==> src/rtl/fetch_stage_pkg.sv <==
// Shared opcode and fetch definitions for the MIPS pipeline front end.
package fetch_stage_pkg;

   localparam int unsigned INSTR_W    = 32;
   localparam int unsigned OPCODE_MSB = 31;
   localparam int unsigned OPCODE_LSB = 26;
   localparam int unsigned OPCODE_W   = OPCODE_MSB - OPCODE_LSB + 1;

   localparam logic [INSTR_W-1:0] NOP_INSTR        = 32'h0000_0000;
   localparam logic [31:0]        DEFAULT_RESET_PC = 32'h0000_0000;

   typedef enum logic [OPCODE_W-1:0] {
      OP_RTYPE = 6'b000000,
      OP_BEQ   = 6'b000100,
      OP_ADDI  = 6'b001000,
      OP_LW    = 6'b100011,
      OP_SW    = 6'b101011
   } opcode_e;

   function automatic logic [OPCODE_W-1:0] opcode_of(input logic [INSTR_W-1:0] instr);
      return instr[OPCODE_MSB:OPCODE_LSB];
   endfunction

endpackage

==> src/rtl/fetch_stage_pc_register.sv <==
// Program counter: async reset, load enable, redirect mux with word alignment, +4 increment.
module fetch_stage_pc_register
   import fetch_stage_pkg::*;
#(
   parameter int unsigned        ADDR_W   = 32,
   parameter logic [ADDR_W-1:0]  RESET_PC = ADDR_W'(DEFAULT_RESET_PC)
) (
   input  logic              clk,
   input  logic              rst,
   input  logic              load,
   input  logic              redirect,
   input  logic [ADDR_W-1:0] target,
   output logic [ADDR_W-1:0] pc,
   output logic [ADDR_W-1:0] pc_plus4_c
);

   logic [ADDR_W-1:0] next_pc;

   // Increment wraps silently at the top of the address space.
   always_comb begin
      pc_plus4_c = pc + ADDR_W'(4);
      next_pc    = pc_plus4_c;
      if (redirect) begin
         next_pc = target & ~ADDR_W'(3);
      end
   end

   always_ff @(posedge clk or posedge rst) begin
      if (rst) begin
         pc <= RESET_PC;
      end else if (load) begin
         pc <= next_pc;
      end
   end

endmodule

==> src/rtl/fetch_stage.sv <==
// Instruction-fetch stage with IF/ID pipeline register, branch redirect, stall and flush.
module fetch_stage
   import fetch_stage_pkg::*;
#(
   parameter int unsigned        ADDR_W   = 32,
   parameter logic [ADDR_W-1:0]  RESET_PC = ADDR_W'(DEFAULT_RESET_PC)
) (
   input  logic               clk,
   input  logic               rst,
   output logic [ADDR_W-1:0]  imem_addr,
   input  logic [INSTR_W-1:0] imem_data,
   input  logic               PCSrc,
   input  logic [ADDR_W-1:0]  branch_target,
   input  logic               stall,
   input  logic               flush,
   output logic [INSTR_W-1:0] if_id_instr,
   output logic [ADDR_W-1:0]  if_id_pc4,
   output logic               if_id_valid
);

   logic [ADDR_W-1:0] pc;
   logic [ADDR_W-1:0] pc_plus4;
   logic              pc_load;
   logic              squash;

   // Redirect and flush both override a stall; only a bare stall freezes the PC.
   always_comb begin
      squash  = PCSrc | flush;
      pc_load = squash | ~stall;
   end

   fetch_stage_pc_register #(
      .ADDR_W   (ADDR_W),
      .RESET_PC (RESET_PC)
   ) u_pc (
      .clk        (clk),
      .rst        (rst),
      .load       (pc_load),
      .redirect   (PCSrc),
      .target     (branch_target),
      .pc         (pc),
      .pc_plus4_c (pc_plus4)
   );

   assign imem_addr = pc;

   // IF/ID register: bubble on squash, hold on stall, otherwise capture the fetch.
   always_ff @(posedge clk or posedge rst) begin
      if (rst) begin
         if_id_instr <= NOP_INSTR;
         if_id_pc4   <= '0;
         if_id_valid <= 1'b0;
      end else if (squash) begin
         if_id_instr <= NOP_INSTR;
         if_id_pc4   <= '0;
         if_id_valid <= 1'b0;
      end else if (!stall) begin
         if_id_instr <= imem_data;
         if_id_pc4   <= pc_plus4;
         if_id_valid <= 1'b1;
      end
   end

endmodule
==> config.mk <==
export PLATFORM = sky130hd
export DESIGN_NAME = fetch_stage
export DESIGN_NICKNAME = d
export VERILOG_FILES = /design/src/rtl/fetch_stage_pkg.sv /design/src/rtl/fetch_stage_pc_register.sv /design/src/rtl/fetch_stage.sv
export SDC_FILE = /design/constraint.sdc
export NUM_CORES = 1
export LEC_CHECK = 0
export CORE_ASPECT_RATIO = 0.7
export CORE_MARGIN = 2
export CORE_UTILIZATION = 45
export DETAILED_ROUTE_END_ITERATION = 6
export DONT_BUFFER_PORTS = 1
export GPL_TIMING_DRIVEN = 0
export PLACE_DENSITY = 0.57
export SYNTH_ARGS = -nofsm -noshare
export SYNTH_HDL_FRONTEND = slang
export SYNTH_HIERARCHICAL = 1
export SYNTH_SLANG_ARGS = --single-unit
export TNS_END_PERCENT = 50
==> constraint.sdc <==
create_clock -name clk -period 3.45 [get_ports clk]
set_input_delay 0.1725 -clock clk [delete_from_list [all_inputs] [get_ports clk]]
set_output_delay 0.1725 -clock clk [all_outputs]
set_load 0.02 [all_outputs]
# Word-level counts from Yosys, hierarchy flattened
# Index checks and enable logic that the tools add are counted.
# W data, S select, Z words.
[totals]
register_bits = 97
input_bits = 69
out_inout_bits = 97
[classes]
n_mux = 7
n_eq_ne = 1
bitwise = 3
n_addsub = 1
[op_table]
columns = ["op", "count"]
rows = [
  ["$mux W32", 5],
  ["$add A32 B3 Y32 const B", 1],
  ["$mux W1", 2],
  ["$ne A2 B1 Y1 const B", 1],
  ["$or A1 B1 Y1", 2],
  ["$not A1 Y1", 1],
]

# Depth between registers and ports, before layout
# Gate-level depths: netlist (run 1).
[logic_depth]
ltp_word = 3
ltp_mapped = 9
ltp_nobuf = 8

# Modules after synthesis
# The synthesis (run 1) kept the hierarchy.
[by_module_without_submodules]
columns = ["module", "area_each_um2", "seq_area_each_um2", "cells_each", "n_inst"]
rows = [
  ["fetch_stage", 2726.4, 1626.6, 214, 1],
  ["fetch_stage_pc_register", 2322.2, 750.7, 281, 1],
]

# Worst setup path before layout (run 1)
# No wires, ideal clock.
[synth_path]
path_kind = "register -> register"
from = "register u_pc.pc[2]"
to = "register if_id_pc4[24]"
stages_incl_launch_ff = 8
synth_period_minus_slack_ns = 2.120
setup_ns = 0.118
arrival_time_ns = 2.001
setup_slack_ns = 1.330
path_cell_list = "dfrtp_1 > ha_1 > and4_1 > nand2_1 > or4_4 > xnor2_1 > mux2i_1 > nor2_1"
[synth_between]
elab_chain_len = 3
[synth_lines]
columns = ["item", "line", "text"]
rows = [
  ["from (decl)", "fetch_stage_pc_register.sv:13", "output logic [ADDR_W-1:0] pc,"],
  ["from (signal assigned)", "fetch_stage_pc_register.sv:32", "pc <= next_pc;"],
  ["$add A32 B3 Y32", "fetch_stage_pc_register.sv:21", "pc_plus4_c = pc + ADDR_W'(4);"],
  ["named net pc_plus4[24]", "fetch_stage.sv:22", "logic [ADDR_W-1:0] pc_plus4;"],
  ["$mux W32", "fetch_stage.sv:57", "end else if (!stall) begin"],
  ["$mux W32", "fetch_stage.sv:53", "end else if (squash) begin"],
  ["to (signal assigned)", "fetch_stage.sv:59", "if_id_pc4 <= pc_plus4;"],
  ["to (decl)", "fetch_stage.sv:17", "output logic [ADDR_W-1:0] if_id_pc4,"],
]
# The timed path passes the listed nets, and every way through them passes these cells. The select of a mux whose other input is x is not followed.
# A chain may end at the register's enable or synchronous reset.

# Worst setup path in the final report (run 1)
[layout_path]
from = "register u_pc.pc[2]"
to = "register if_id_pc4[30]"
# The elaborated chain is that of the path after synthesis.

==> impl_metrics.ini, run 1 <==
[placement]
port_buffers = 0
place.gp.congestion = 0.840
dpl_cell_area_mm2 = 0.00527
dp_slack_ps = 996
place_hpwl_um = 9690
placed_cells = 652

[die]
ios = 166
fp-row-count = 32
core_area_mm2 = 0.0110
floorplan.initialDensity_pct = 46.0
die_h_um = 92.6
dieArea_mm2 = 0.0121
die_x_um = 131

[power_and_ir_drop]
power.internal_uw = 2090
irDropWorstVdd_uv = 228
p_sw_uw = 857
power_frac_comb_pct = 14.3
power_switching_share_pct = 29.1
clkPwrFrac_pct = 38.7
leakagePower_uw = 0.00274
p_seq_share_pct = 47.0
p_per_area_mw_per_mm2 = 487

[detailed_routing]
wl_per_cell_um = 19.4
viasPerCell = 5.52
firstDrtPassIters = 5
wl_um = 13800
drc = 0
vias = 3928
ant_nets = 0
drt_iter0_drc = 265

[setup_path]
cp_max_fo = 7
crit_arrival_ps = 2750
startpoint_type = flop
worstSetupEndpointType = flop
crit_type = flop to flop
crit_required_ps = 3720

[logic_synthesis]
syn_inst = 495
synth_top_area_share_pct = 47.1
synthTopCellsByArea = dfrtp_1 47%, mux2i_1 13%, nor2_1 6.1%
ys.flop_type = dfrtp_1
ys_warn_count = 6
syn_area_per_cell_um2 = 10.2
synthDistinctLibCells = 51
synth-seq-cells = 95
ys_async_sr_fraction_pct = 100
ys_seq_area_share_pct = 47.1
synth_most_common_cell = dfrtp_1
syn_area_mm2 = 0.00505
synth_edf_count = 0
synth_largest_area_cell = dfrtp_1
synth.cells.most_frequent = 95 x dfrtp_1, 82 x nor2_1, 65 x mux2i_1, 32 x nand2_1

[global_route]
antenna_found_initial = 1
grt_start_max_net_pins = 37
grt_use_total_pct = 23.7
grt_pass1_vias = 3866
grt_pass1_wl_um = 21600
gr-total-overflow = 0

[sta]
max_freq_ghz = 0.403
final_hold_viol_count = 0
setup-violations-final = 0
post-route-period-util_pct = 71.9
rsz0062_at_grt = false
tns_ps = 0
worst_slack_ps = 970
min_period_ps = 2480
tightest_slew_ps = 734
slew_headroom_pct = 51.0
drv_slew = 0
skew_ps = 5.26

[final_layout]
fillers = 994
utilization_pct = 55.1
final_area_mm2 = 0.00604
fin_nets = 623
final_layout_size_suffix_gt1_share_pct = 9.16
area_growth_pct = 19.6
finalNonFillerCells = 711

[clocking]
clockRootBuffer = clkbuf_16
clk_latency_ps = 340
clk_path_buf_depth = 2
ctsResizeCount = 0
cts_tree = yes
cts_hold_buf = 41
cts_setup_buffers = 0
path_clk_slew_ps = 70
cts.sinks = 95
htreeDepth = 3
cts_buffers = 9

[flow_run]
maxCapViolations = 0

[worst_hold_path]
hold_class = input port to flop

[outcome]
status = completed
[stage by stage]
step	total power, µW	hold slack [ps]
2_1_floorplan	1670	263
3_3_place_gp	1770	312
3_5_place_dp	1780	176
4_1_cts	2960	0.786
5_1_grt	3070	24.5
6_report	2940	19.2
[critical path: stages, from the launching register on]
cell and delay [ps]:
dfrtp_1 590, ha_1 320, and4_1 340, and4_1 360, nand2_1 240, nor2_1 180
xor2_1 200, mux2i_1 90, nor2_1 90
[cell usage in the layout (no fill, tap or decap), drive strengths merged, types with 8 or more instances in the layout]
master / synthesis / layout
inv: 12 / 13
clkbuf: 15 / 25
xor2: 10 / 10
a21oi: 16 / 16
dfrtp: 95 / 95
nand2: 33 / 33
buf: 24 / 25
o21ai: 16 / 16
nor2: 82 / 82
nor2b: 10 / 10
a22o: 8 / 8
xnor2: 18 / 18
dlygate4sd3: 0 / 43
mux2i: 65 / 65
nand3: 20 / 20
and4: 8 / 8
[path summary, 6_finish.rpt]
path	from	end	slack [ps]	cells past startpoint
min in group asynchronous	rst	if_id_instr[9]	380	2
min reg2reg	if_id_valid	if_id_valid	640	2
max in group asynchronous	rst	if_id_pc4[10]	2450	3
max reg2reg	u_pc/pc[2]	if_id_pc4[30]	970	8
min	imem_data[23]	if_id_instr[23]	20	2
max	u_pc/pc[2]	if_id_pc4[30]	970	8
[area by class of cell]
type	count	area (µm²)	area share, %
Antenna cell	1	2.50	0.0414
Buffer	39	315	5.22
Clock buffer	10	229	3.79
Clock inverter	5	106	1.76
Inverter	13	48.8	0.808
Multi-Input combinational cell	351	2320	38.4
Sequential cell	95	2380	39.4
Tap cell	153	191	3.17
Timing Repair Buffer	44	450	7.46
[state kept, by name, indices dropped and copies added, names as in the netlist]
signal and count:
if_id_instr 32, if_id_pc4 32, u_pc/pc 30, if_id_valid 1
[layer usage]
layer	GRT usage [%]	part of all wire [%]	vias to the layer above
met1	33.7	45	1908
met5	0	0	-
li1	-	-	1835
met3	7.97	9.2	12
met4	5.50	0.99	0
met2	35.0	45	173
[power by group through the flow]
| stage | Clock, µW | Combinational (µW) | Sequential (µW) |
|---|---|---|---|
| 5_1_grt | 1210 | 466 | 1400 |
| 4_1_cts | 1160 | 418 | 1380 |
| 3_5_place_dp | 0 | 378 | 1400 |
| 6_report | 1140 | 421 | 1380 |
| 2_1_floorplan | 0 | 298 | 1370 |
| 3_3_place_gp | 0 | 366 | 1400 |
[cell families after synthesis]
group	synth area share, %
flip-flops	47.1
XOR/XNOR	4.86
other	0.0743
adder cells (fa/ha/maj)	0.248
AO/OA/AOI/OAI	9.69
buffers and inverters	7.21
multiplexers	12.9
AND/OR/NAND/NOR	17.9
Power figures use the tool's default switching activity.
==> inputs of run 2 (changes only) <==
- clock period: 3.45 -> 2.5 ns (I/O delays scaled with it)
==> run 2 against run 1 <==
  * Fmax increased by 6.2%
  * Wire length increased by 0.49%
  * First-iteration DRC count increased by 13%
  * Hold slack got worse by 10 ps
  * Worst setup slack got worse by 810 ps
  * Sequential share of layout area decreased by 0.40 points
  * Clock skew increased by 0.92 ps
  * Critical endpoint is now if_id_pc4[24]
==> impl_metrics.ini, run 2 (synthesized netlist as in run 1, its figures left out) <==
[placement]
place.gp.congestion = 0.840
port_buffers = 0
dpl_cell_area_mm2 = 0.00527
placed_cells = 652
place_hpwl_um = 9690

[clocking]
clk_latency_ps = 340
cts_setup_buffers = 0
path_clk_slew_ps = 70
cts_tree = yes
cts.sinks = 95
cts_buffers = 9
htreeDepth = 3
clockRootBuffer = clkbuf_16
clk_path_buf_depth = 2

[setup_path]
crit_arrival_ps = 2610
worst_r2r_endpoint = if_id_pc4[24]
startpoint_type = flop
reg2reg_depth = 7
critPathMaxStageDelay_ps = 590
endpoint = if_id_pc4[24]
r2r-start = u_pc/pc[2]
crit_family = simple AND/OR/NAND/NOR gates
crit_chain = ha_1 > and4_1 > nand2_1 > or4_4 > xnor2_1 > mux2i_1 > nor2_1
cp.buffers_inverters = 0
startpoint = u_pc/pc[2]
cp_max_fo = 7
crit_slowest_cell = or4_4
worstSetupEndpointType = flop
ff2ff_setup_slack_ps = 160
cp_num_cells = 7
crit_required_ps = 2770
crit_type = flop to flop

[detailed_routing]
ant_nets = 0
firstDrtPassIters = 5
drc = 0
drt_iter0_drc = 300
wl_um = 13900
vias = 3915
wl_per_cell_um = 19.4
viasPerCell = 5.46

[final_layout]
final_layout_size_suffix_gt1_share_pct = 9.59
fin_nets = 629
final_area_mm2 = 0.00611
final_cell_mix = 93 x dfrtp_1, 82 x nor2_1, 65 x mux2i_1
largestRegisters = if_id_instr: 32 flops, if_id_pc4: 32 flops, u_pc/pc: 30 flops
finalNonFillerCells = 717
area_growth_pct = 21.0
layout_commonest_cell = dfrtp_1

[sta]
tns_ps = 0
setup-violations-final = 0
final_hold_viol_count = 0
tightest_slew_ps = 742
drv_slew = 0
max_freq_ghz = 0.428
post-route-period-util_pct = 93.4
slew_headroom_pct = 50.5
skew_ps = 6.18
min_period_ps = 2340
rsz0062_at_grt = false

[die]
die_x_um = 131
core_area_mm2 = 0.0110
floorplan.initialDensity_pct = 46.0
ios = 166
dieArea_mm2 = 0.0121
fp-row-count = 32
die_h_um = 92.6

[global_route]
grtUsageMet1_pct = 34.0
gr-total-overflow = 0
grt_use_total_pct = 23.9
antenna_found_initial = 1
top_usage_layer = met2
use_met2_pct = 35.4
grt_start_max_net_pins = 37
grt_pass1_wl_um = 21900
groute.layer.met3.usage_pct = 7.97
grt_pass1_vias = 3895

[power_and_ir_drop]
p_per_area_mw_per_mm2 = 667
leakagePower_uw = 0.00276
irDropWorstVdd_uv = 315

[outcome]
status = completed

[flow_run]
maxCapViolations = 0

[worst_hold_path]
hold_class = input port to flop
## run 2: cell types whose count changed in the layout (fill, tap and decap cells not counted)
cell,previous run,this run
dlygate4sd3_1,43,49
nor4_2,3,4
dfrtp_2,0,2
dfrtp_1,95,93
nor4_1,1,0
## run 2: cell type report
| type | count | area (µm²) |
|---|---|---|
| sequential | 95 | 2380 |
| clock inverter | 5 | 106 |
| inverter | 13 | 48.8 |
| tap | 153 | 191 |
| fill | 984 | 4860 |
| multi-input combinational | 351 | 2320 |
| antenna | 1 | 2.50 |
| timing repair buffer | 50 | 510 |
| buffer | 39 | 315 |
| clock buffer | 10 | 229 |
## run 2: worst min-delay path by stage
stage	from	endpoint	depth (start not counted)
floorplan	rst	u_pc/pc[10]	1
global placement	branch_target[31]	u_pc/pc[31]	2
detailed placement	rst	if_id_instr[11]	1
CTS	branch_target[16]	u_pc/pc[16]	3
global route	branch_target[16]	u_pc/pc[16]	3
finish	branch_target[2]	u_pc/pc[2]	2
## run 2: per-layer routing
metal | part of all wire [%] | routed length, µm
met1 | 46 | 6360
met2 | 45 | 6200
met3 | 8.8 | 1220
met4 | 0.78 | 109
met5 | 0 | 0
## run 2: timing repair
action                                 4_1_cts  5_1_grt
setup endpoints to repair                    0        4
gates resized for setup                      0        3
hold buffers                                48        1
endpoints found under the hold margin       76       30
## run 2: power by group
group	switching (µW)	total, µW	internal (µW)
sequential	274	1910	1630
combinational	315	591	277
clock	596	1570	977
## run 2: worst reg2reg max path, stage by stage, from the launching register on
cell	delay, ps
dfrtp_2	500
ha_1	290
and4_1	330
nand2_1	170
or4_4	590
xnor2_1	220
mux2i_1	100
nor2_1	80
## run 2: stage by stage
stage                     hold slack [ps]  util, %  setup slack, ps  total power (µW)
after floorplan                       216        -              380              2300
after global placement                264     47.9             75.1              2440
after detailed placement              129     48.0             46.0              2460
after CTS                           0.421     55.5             31.6              4100
after global routing                 17.6     55.7             34.7              4250
final                                8.89     55.7              164              4070
